--- src/rtl/fml_burst_reader.sv ---
// fml_burst_reader: streams a linear SDRAM region over FML 4x64
// into a first-word-fall-through FIFO feeding a 64-bit stream.
// Ports: sys_clk, sys_rst_n (async, active-low);
//   start/base/count command in, busy/done status out;
//   fml_adr/fml_stb/fml_we out, fml_eack/fml_di in (FML initiator);
//   out_data/out_valid out, out_ready in (valid/ready stream).
module fml_burst_reader #(
  parameter int fml_depth       = 26,
  parameter int read_latency    = 4,
  parameter int fifo_depth_log2 = 4
) (
  input  logic                 sys_clk,
  input  logic                 sys_rst_n,
  input  logic                 start,
  input  logic [fml_depth-1:0] base,
  input  logic [15:0]          count,
  output logic                 busy,
  output logic                 done,
  output logic [fml_depth-1:0] fml_adr,
  output logic                 fml_stb,
  output logic                 fml_we,
  input  logic                 fml_eack,
  input  logic [63:0]          fml_di,
  output logic [63:0]          out_data,
  output logic                 out_valid,
  input  logic                 out_ready
);

  localparam int L     = fifo_depth_log2;
  localparam int DEPTH = 1 << L;

  localparam logic [fml_depth-1:0] BURST =
    fml_depth'(32);
  localparam logic [fml_depth-1:0] LOW_MASK =
    fml_depth'(31);
  localparam logic [L+1:0] USED_MAX =
    (L+2)'(DEPTH - 4);

  typedef enum logic [1:0] {
    IDLE,
    REQ,
    DRAIN
  } state_t;

  state_t state_q;
  state_t state_d;

  logic [fml_depth-1:0] adr_q;
  logic [15:0]          remaining_q;
  logic [L-1:0]         inflight_q;
  logic                 stb_q;
  logic                 stb_d;
  logic                 zero_done_q;

  logic [read_latency-1:0] dly_q;
  logic                    beat_on_q;
  logic [1:0]              beat_cnt_q;

  logic [63:0]  mem [DEPTH];
  logic [L-1:0] wr_ptr_q;
  logic [L-1:0] rd_ptr_q;
  logic [L:0]   level_q;

  logic         ack;
  logic         push;
  logic         pop;
  logic         empty;
  logic         beat_last;
  logic         drain_done;
  logic [L+1:0] used;
  logic         credit_ok;

  assign ack   = stb_q & fml_eack;
  assign empty = (level_q == '0);
  assign pop   = ~empty & out_ready;

  // The delayed ack is beat 0; beat_on covers beats 1..3.
  assign push      = dly_q[read_latency-1] | beat_on_q;
  assign beat_last = beat_on_q & (beat_cnt_q == 2'd3);

  // Each outstanding burst reserves four FIFO slots, so
  // credit >= 4 is the same as used <= DEPTH - 4.
  assign used      = {1'b0, level_q} + {inflight_q, 2'b00};
  assign credit_ok = (used <= USED_MAX);

  assign drain_done = (state_q == DRAIN)
                    & (inflight_q == '0)
                    & empty;

  assign busy      = (state_q != IDLE);
  assign done      = zero_done_q | drain_done;
  assign fml_adr   = adr_q;
  assign fml_stb   = stb_q;
  assign fml_we    = 1'b0;
  assign out_valid = ~empty;
  assign out_data  = empty ? '0 : mem[rd_ptr_q];

  always_comb begin
    state_d = state_q;
    stb_d   = stb_q;
    unique case (state_q)
      IDLE: begin
        if (start && (count != '0)) begin
          state_d = REQ;
          stb_d   = credit_ok;
        end
      end
      REQ: begin
        // A raised strobe is held until acked.
        if (ack) begin
          stb_d = 1'b0;
          if (remaining_q == 16'd1) begin
            state_d = DRAIN;
          end
        end else if (!stb_q && credit_ok) begin
          stb_d = 1'b1;
        end
      end
      DRAIN: begin
        if (drain_done) begin
          state_d = IDLE;
        end
      end
      default: begin
        state_d = IDLE;
        stb_d   = 1'b0;
      end
    endcase
  end

  always_ff @(posedge sys_clk or negedge sys_rst_n) begin
    if (!sys_rst_n) begin
      state_q     <= IDLE;
      stb_q       <= 1'b0;
      zero_done_q <= 1'b0;
      adr_q       <= '0;
      remaining_q <= '0;
    end else begin
      state_q     <= state_d;
      stb_q       <= stb_d;
      zero_done_q <= (state_q == IDLE) & start
                   & (count == '0);
      if ((state_q == IDLE) && start) begin
        adr_q       <= base & ~LOW_MASK;
        remaining_q <= count;
      end else if (ack) begin
        adr_q       <= adr_q + BURST;
        remaining_q <= remaining_q - 16'd1;
      end
    end
  end

  always_ff @(posedge sys_clk or negedge sys_rst_n) begin
    if (!sys_rst_n) begin
      inflight_q <= '0;
    end else begin
      unique case (1'b1)
        ack && !beat_last:
          inflight_q <= inflight_q + L'(1);
        beat_last && !ack:
          inflight_q <= inflight_q - L'(1);
        default: ;
      endcase
    end
  end

  always_ff @(posedge sys_clk or negedge sys_rst_n) begin
    if (!sys_rst_n) begin
      dly_q      <= '0;
      beat_on_q  <= 1'b0;
      beat_cnt_q <= '0;
    end else begin
      dly_q[0] <= ack;
      for (int i = 1; i < read_latency; i++) begin
        dly_q[i] <= dly_q[i-1];
      end
      if (dly_q[read_latency-1]) begin
        beat_on_q  <= 1'b1;
        beat_cnt_q <= 2'd1;
      end else if (beat_on_q) begin
        beat_cnt_q <= beat_cnt_q + 2'd1;
        if (beat_cnt_q == 2'd3) begin
          beat_on_q <= 1'b0;
        end
      end
    end
  end

  always_ff @(posedge sys_clk or negedge sys_rst_n) begin
    if (!sys_rst_n) begin
      wr_ptr_q <= '0;
      rd_ptr_q <= '0;
      level_q  <= '0;
    end else begin
      if (push) begin
        wr_ptr_q <= wr_ptr_q + L'(1);
      end
      if (pop) begin
        rd_ptr_q <= rd_ptr_q + L'(1);
      end
      unique case (1'b1)
        push && !pop:
          level_q <= level_q + (L+1)'(1);
        pop && !push:
          level_q <= level_q - (L+1)'(1);
        default: ;
      endcase
    end
  end

  // Storage needs no reset: reads are gated by level.
  always_ff @(posedge sys_clk) begin
    if (push) begin
      mem[wr_ptr_q] <= fml_di;
    end
  end

endmodule

--- config.mk ---
export PLATFORM = sky130hd
export DESIGN_NAME = fml_burst_reader
export DESIGN_NICKNAME = d
export VERILOG_FILES = /design/src/rtl/fml_burst_reader.sv
export SDC_FILE = /design/constraint.sdc
export NUM_CORES = 1
export LEC_CHECK = 0
export ABC_AREA = 1
export CAP_MARGIN = 10
export CELL_PAD_IN_SITES_DETAIL_PLACEMENT = 0
export CELL_PAD_IN_SITES_GLOBAL_PLACEMENT = 1
export CORE_MARGIN = 3
export CORE_UTILIZATION = 25
export CTS_CLUSTER_SIZE = 25
export DETAILED_ROUTE_END_ITERATION = 10
export HOLD_SLACK_MARGIN = 0.03
export PLACE_DENSITY_LB_ADDON = 0.1
export RECOVER_POWER = 50
export SYNTH_ARGS = -nofsm -noshare
export SYNTH_HDL_FRONTEND = slang
export SYNTH_SLANG_ARGS = --single-unit
--- constraint.sdc ---
create_clock -name sys_clk -period 5.8 [get_ports sys_clk]
set_input_delay 1.16 -clock sys_clk [delete_from_list [all_inputs] [get_ports sys_clk]]
set_output_delay 1.16 -clock sys_clk [all_outputs]
set_load 0.05 [all_outputs]
* Yosys cells after proc, flatten, opt, wreduce, memory -nomap -nowiden *
Memories as Yosys holds them, arrays and structs flattened.
Cells that the tools add are included.

operators by class
  reductions and logical operators = 24
  $lt $le $gt $ge = 1
  multiplexer cells = 23
  add/sub/neg operators = 10
  bitwise logic cells = 11
  eq/ne operators = 9

operators by type and width
  kind                   number
  $mux 64                1
  $mux 26                2
  $mux 16                2
  $add 26x6->26 const B  1
  $eq 16x1->1 const B    1
  $logic_not 16->1       1
  $reduce_bool 16->1     1
  $sub 16x1->16 const B  1
  $add 4x1->4 const B    3
  $mux 2                 6
  $pmux 5 s2             1
  $reduce_bool 2->1      5
  $mux 1                 8
  $ne 2x2->1 const B     4
  $pmux 4 s2             1
  $and 1x1->1            7
  $logic_and 1x1->1      7
  $add 5x6->6            1
  $le 6x4->1 const B     1
  $pmux 2 s3             1
  $add 5x1->5 const B    1
  $logic_not 1->1        5
  $logic_not 5->1        1
  $sub 5x1->5 const B    1
  12 further kinds       15

word-level totals
  memory bits (writable) = 1024
  register bits after elaboration = 70
  memories kept = 1

memory list
  name  words  width  rd ports  clocked after memory_dff  write ports  line  RTL
  mem   16     64     1         0                         1            59    logic [63:0] mem [DEPTH];

* Longest topological paths before layout *
Gate-level depths: netlist (run 1).

  depth after elaboration = 6
  mapped depth = 11
  gate-level depth less buffers = 11

* Worst setup path after synthesis (run 1) *
Ideal clock, no wire load.

  path kind = register to register
  from = register wr_ptr_q[0]
  to = memory mem[15][0] (enable)
  data required time = 5.235 ns
  stages on the path, launching flop included = 4
  path buffers = 0
  arrival time = 4.954 ns
  setup time = 0.565 ns
  path slack = 0.282 ns
  cell sequence = dfrtp_1 -> ha_1 -> inv_1 -> nor3_1

RTL lines
  item                    line  RTL
  from (decl)             60    logic [L-1:0] wr_ptr_q;
  from (signal assigned)  196   wr_ptr_q <= wr_ptr_q + L'(1);
  to (decl)               59

No word-level cell before the write port.

* Worst setup path after layout (run 1) *
  from = register rd_ptr_q[0]
  to = output port out_data[37]

between the ends
  cells in the longest elaborated chain, start to end = 2

ends and longest elaborated chain
  item                    line  RTL
  from (decl)             61    logic [L-1:0] rd_ptr_q;
  from (signal assigned)  199   rd_ptr_q <= rd_ptr_q + L'(1);
  $mem_v2 16x64           --
  $mux 64                 96    assign out_data = empty ? '0 : mem[rd_ptr_q];
  to (decl)               24    output logic [63:0] out_data,

No other way between the ends.

==> impl_metrics.ini, run 1 <==
[power]
irDropWorstVdd_mv = 0.525
finalPower_mw = 30.7
powerDensity_nw_per_um2 = 580
p_leak_nw = 17.2

[global_routing]
use_met2 = 0.264
grt_pass1_wl_microns = 207000
grt.busiest_layer = met2
antenna_found_initial = 26
track_usage = 0.156
grt_max_degree = 172
grt_overflow = 0
grtUsageMet3 = 0.0284
grt_pass1_vias = 29000
use_met1 = 0.204

[synth]
ys_seq_area_frac = 0.730
synth_edf_count = 1024
synthArstFlopShare = 0.0597
synth_cell_types = 35
synth.avg_cell_area_sq_um = 12.4
synth_warnings = 0
synth_area_sq_um = 44300
ys_ff_latch = 1089
syn_inst = 3576
synth_ff_type = edfxtp_1
synth_largest_area_cell = edfxtp_1
yosysTopAreaCellShare = 0.694
synth_commonest_cells = edfxtp_1, nor2_1, o21ai_0, nand3_1, o211ai_1
yosys.cell_count.top_type = edfxtp_1
yosys-top-cells-area = edfxtp_1, nor2_1, o21ai_0

[cts]
clockRootBuffer = clkbuf_16
clk_latency_ns = 0.76
ctsResizeCount = 0
cts_buffers = 137
postCtsSetupBuffers = 0
clk_pin_slew_ns = 0.06
cts_max_level = 4
hold_buffers = 0
tritoncts = done
cts_sinks = 1089
clockBufferDepth = 3

[routing]
routed_wl_microns = 142000
ant_nets = 0
wl_per_cell_microns = 22.9
drt_first_iter_violations = 1649
drc = 0
num_vias = 28100
drt_pass1_iterations = 5
vias_per_cell = 4.54

[cells_and_area]
layout.nets = 3892
postLayoutCellArea_sq_um = 52900
fin_cells = 6188
layout-drive-gt1-share = 0.0687
area_delta_synth_final_pct = 19.3

[placement]
place.gp.congestion = 0.683
place_area_sq_um = 48800
placed_cells = 5945
place_hpwl_microns = 71100
port_buffers = 194

[timing]
finalMaxSlewViolations = 110
period_needed_ns = 5.51
hold_viol = 0
tightest_slew_ns = 2.62
rsz0062_at_grt = no
slew_headroom = -0.746
period_share = 0.951
fmax_mhz = 181
tns_ns = 0
finalSetupViolations = 0
finClkSkew_ns = 0.0252

[run]
drv_cap = 4

[floorplan]
start_util = 0.253
die_h_microns = 427
ios = 206
fp-row-count = 153
core_sq_um = 175000
die_area_sq_um = 182000
die_w_microns = 427

[worst_setup_path]
critPathLaunchType = register
crit_required_ns = 4.64
endpoint_kind = primary output
crit_fanout = 97
worstPathArrival_ns = 4.35
path_class = register to primary output

[min_path]
min_path_type = register to register

[outcome]
violations = capacitance limit, slew limit
status = complete, but fails checks
-- cell families after synthesis --
| logic type | after synthesis | share of synthesized area |
|---|---|---|
| XOR/XNOR | 21 | 0.00415 |
| buffers and inverters | 310 | 0.0338 |
| flip-flops | 1089 | 0.730 |
| AO/OA/AOI/OAI | 842 | 0.108 |
| other | 1 | 0.0000846 |
| AND/OR/NAND/NOR | 1291 | 0.117 |
| adder cells (fa/ha/maj) | 22 | 0.00672 |
-- layer usage --
metal | wire length, microns | share of wire | up-vias
met5 | 69 | 0.00049 | -
met4 | 3000 | 0.021 | 10
met3 | 4940 | 0.035 | 202
met2 | 69100 | 0.49 | 434
met1 | 64800 | 0.46 | 14100
li1 | - | - | 13400
-- final timing paths --
kind,slack [ns],from,endpoint,depth (start not counted)
worst max register to register,2.25,beat_on_q,mem[10][33],6
worst min-delay path,0.35,dly_q[2],dly_q[3],0
max in group asynchronous,1.36,sys_rst_n,rd_ptr_q[3],2
min in group asynchronous,0.85,sys_rst_n,fml_adr[5],1
worst min register to register,0.35,dly_q[2],dly_q[3],0
worst max-delay path,0.29,rd_ptr_q[0],out_data[37],7
-- stage by stage --
stage	setup slack [ns]	hold slack [ns]	util
after global placement	0.996	0.332	0.279
after CTS	0.0915	0.281	0.302
after detailed placement	0.978	0.336	0.279
final	0.285	0.346	0.302
after global routing	0.000174	0.362	0.302
after floorplan	0.282	0.331	-
-- power breakdown --
group	internal (mW)	switching [mW]	total [mW]
clock	4.59	3.31	7.90
combinational	3.38	8.87	12.2
sequential	9.97	0.563	10.5
total	17.9	12.7	30.7
-- worst max-delay path: stages, from the launching register on --
cell	delay [ns]
dfrtp_4	0.80
buf_4	0.38
buf_12	0.43
o21ai_0	0.18
o211ai_1	0.24
nand3_1	0.11
a21oi_1	0.47
clkdlybuf4s50_1	0.90
-- layout by cell type (no fill, tap or decap), types with 16 or more instances in the layout --
cell             count
nand2_1            138
edfxtp_1          1024
a21oi_1             80
ha_1                19
nor2_1             877
buf_4               65
clkbuf_16          141
xor2_1              16
o21ai_0            414
clkinv_1            25
clkbuf_1            53
inv_1               71
clkdlybuf4s50_1    128
o21ai_1            124
o211ai_1           200
dfrtp_1             61
dlygate4sd3_1       65
nand3_1            235
-- registers in the layout, summed over array words and instances (netlist names) --
register / count
zero_done_q: 1
beat_on_q: 1
remaining_q: 16
dly_q: 4
level_q: 5
wr_ptr_q: 4
inflight_q: 4
fml_stb: 1
state_q: 2
fml_adr: 21
rd_ptr_q: 4
beat_cnt_q: 2
mem: 1024
-- final cells by class --
class	instances	area (sq um)
Antenna cell	4	10.0
Clock buffer	191	3760
Fill cell	17900	122000
Multi-Input combinational cell	2182	10600
Tap cell	2325	2910
Inverter	77	333
Sequential cell	1089	32400
Timing Repair Buffer	272	2590
Clock inverter	48	323
(Power assumes the default switching activity.)
==> run 2, diff against run 1 <==
- GPL_TIMING_DRIVEN: not set -> 0
- TNS_END_PERCENT: not set -> 10
==> run 2 against run 1 <==
  * The flow still finishes with violations (capacitance limit, slew limit)
  * Global-route usage grew 2.9 points
  * Largest power group unchanged
  * Critical endpoint is now out_data[53]
  * Flip-flop and latch count is the same
  * Worst setup slack lost 0.15 ns
  * Maximum frequency shrank 2.6%
  * Non-clock buffer count grew 223
  * Via count grew 5.1%
  * Hold slack is essentially flat
  * Clock-buffer cell count shrank 4
  * Final cell count grew 3.6%
==> impl_metrics.ini, run 2 (same netlist as run 1, synthesis figures left out) <==
[outcome]
status = complete, but fails checks
violations = capacitance limit, slew limit

[timing]
finClkSkew_ns = 0.0159
period_needed_ns = 5.66
fmax_mhz = 177
finalMaxSlewViolations = 56
hold_ws_ns = 0.346
hold_viol = 0
slew_headroom = -1.28
setup_ws_ns = 0.137
finalSetupViolations = 0
period_share = 0.976
tightest_slew_ns = 3.41
rsz0062_at_grt = yes

[power]
powerDensity_nw_per_um2 = 602
p_leak_nw = 17.9
irDropWorstVdd_mv = 0.354

[run]
drv_cap = 1

[cells_and_area]
regMostFlops = mem
fin_cells = 6412
layout_commonest_cell = edfxtp_1
layout-drive-gt1-share = 0.0829
fill_cells = 17800
multi_input_area_sq_um = 10600
seq_area_sq_um = 32400
layout.nets = 4112
area_delta_synth_final_pct = 23.1
layout_common_cells = edfxtp_1, nor2_1, o21ai_0, nand3_1, o211ai_1
postLayoutCellArea_sq_um = 54600
largest_reg_flops = 1024
fin_util = 0.312

[global_routing]
grt_pass1_wl_microns = 235000
track_usage = 0.184
use_met2 = 0.305
grt_pass1_vias = 29600
grtUsageMet3 = 0.0297
use_met1 = 0.248
grt_max_degree = 56
grt_overflow = 0
antenna_found_initial = 13
grt.busiest_layer = met2

[worst_setup_path]
rrSetupSlack_ns = 2.54
path_cells = buf_6 -> inv_6 -> buf_2 -> clkbuf_1 -> o21ai_0 -> o211ai_1 -> nand3_1 -> a21oi_1 -> clkdlybuf4s50_1
endpoint_kind = primary output
cp_slowest_cell = clkdlybuf4s50_1
crit_fanout = 10
path_class = register to primary output
worstPathArrival_ns = 4.50
crit_required_ns = 4.64
critPathLaunchType = register
crit_path_max_incr_delay_ns = 0.89

[cts]
clockBufferDepth = 3
cts_buffers = 134
tritoncts = done
clockRootBuffer = clkbuf_16
clk_latency_ns = 0.76
clk_pin_slew_ns = 0.05
cts_max_level = 4
cts_sinks = 1089

[floorplan]
start_util = 0.253
die_w_microns = 427
core_sq_um = 175000
die_h_microns = 427
ios = 206
fp-row-count = 153
die_area_sq_um = 182000

[placement]
place_ws_ns = 0.538
placed_cells = 6168
port_buffers = 194
place_hpwl_microns = 114000
place_area_sq_um = 50500
place.gp.congestion = 0.726

[routing]
drt_pass1_iterations = 7
drt_first_iter_violations = 2357
num_vias = 29600
ant_nets = 0
drc = 0
wl_per_cell_microns = 26.4
vias_per_cell = 4.61
routed_wl_microns = 169000

[min_path]
min_path_type = register to register
-- run 2: cell count changes in the layout (fill, tap and decap cells not counted), sizes merged, moves of 5 or more --
cell,delta
dlygate4sd2,+6
diode,+6
clkbuf,+124
buf,+95
clkinv,-8
clkdlybuf4s50,-6
inv,+5
-- run 2: path summary, 6_finish.rpt --
kind                             start      endpoint  cells past startpoint
max                        rd_ptr_q[0]  out_data[53]                      9
min                           dly_q[2]      dly_q[3]                      0
max reg2reg                wr_ptr_q[2]   mem[15][28]                      7
min reg2reg                   dly_q[2]      dly_q[3]                      0
max in group asynchronous    sys_rst_n       fml_stb                      2
min in group asynchronous    sys_rst_n   fml_adr[11]                      1
-- run 2: power breakdown --
part	internal [mW]	total (mW)	leakage (nW)	switching (mW)
sequential	9.94	10.3	10.1	0.386
clock	4.64	8.00	1.99	3.35
combinational	3.89	14.5	5.81	10.6
-- run 2: repair_timing --
action                                  CTS  global route
gates resized for setup                  12             2
hold buffers                              0             0
setup buffers                             0             0
endpoints found under the setup margin   13             6
-- run 2: cell type report --
cell class / count / share of cell area
antenna: 10 / 0.000459
buffer: 233 / 0.0223
clock buffer: 187 / 0.0682
clock inverter: 47 / 0.00686
inverter: 77 / 0.00539
multi-input combinational: 2182 / 0.194
sequential: 1089 / 0.593
tap: 2325 / 0.0533
timing repair buffer: 262 / 0.0561
-- run 2: critical path: cells and delay by family, from the launching register on --
family	cells	cell delay, ns
flip-flops	1	0.39
AND/OR/NAND/NOR	1	0.14
AO/OA/AOI/OAI	3	0.81
buffers and inverters	5	2.38
-- run 2: metal layers --
layer	wire length, microns	up-vias
met2	80700	653
met1	77300	14900
met4	4150	8
li1	-	13800
met3	6850	210
met5	74	-
-- run 2: stage by stage --
stage | TNS, ns | power (mW)
3_5_place_dp | 0 | 25.4
2_1_floorplan | 0 | 18.6
5_1_grt | -0.0631 | 34.7
3_3_place_gp | -3318.47 | 25.3
6_report | 0 | 32.8
4_1_cts | 0 | 33.5
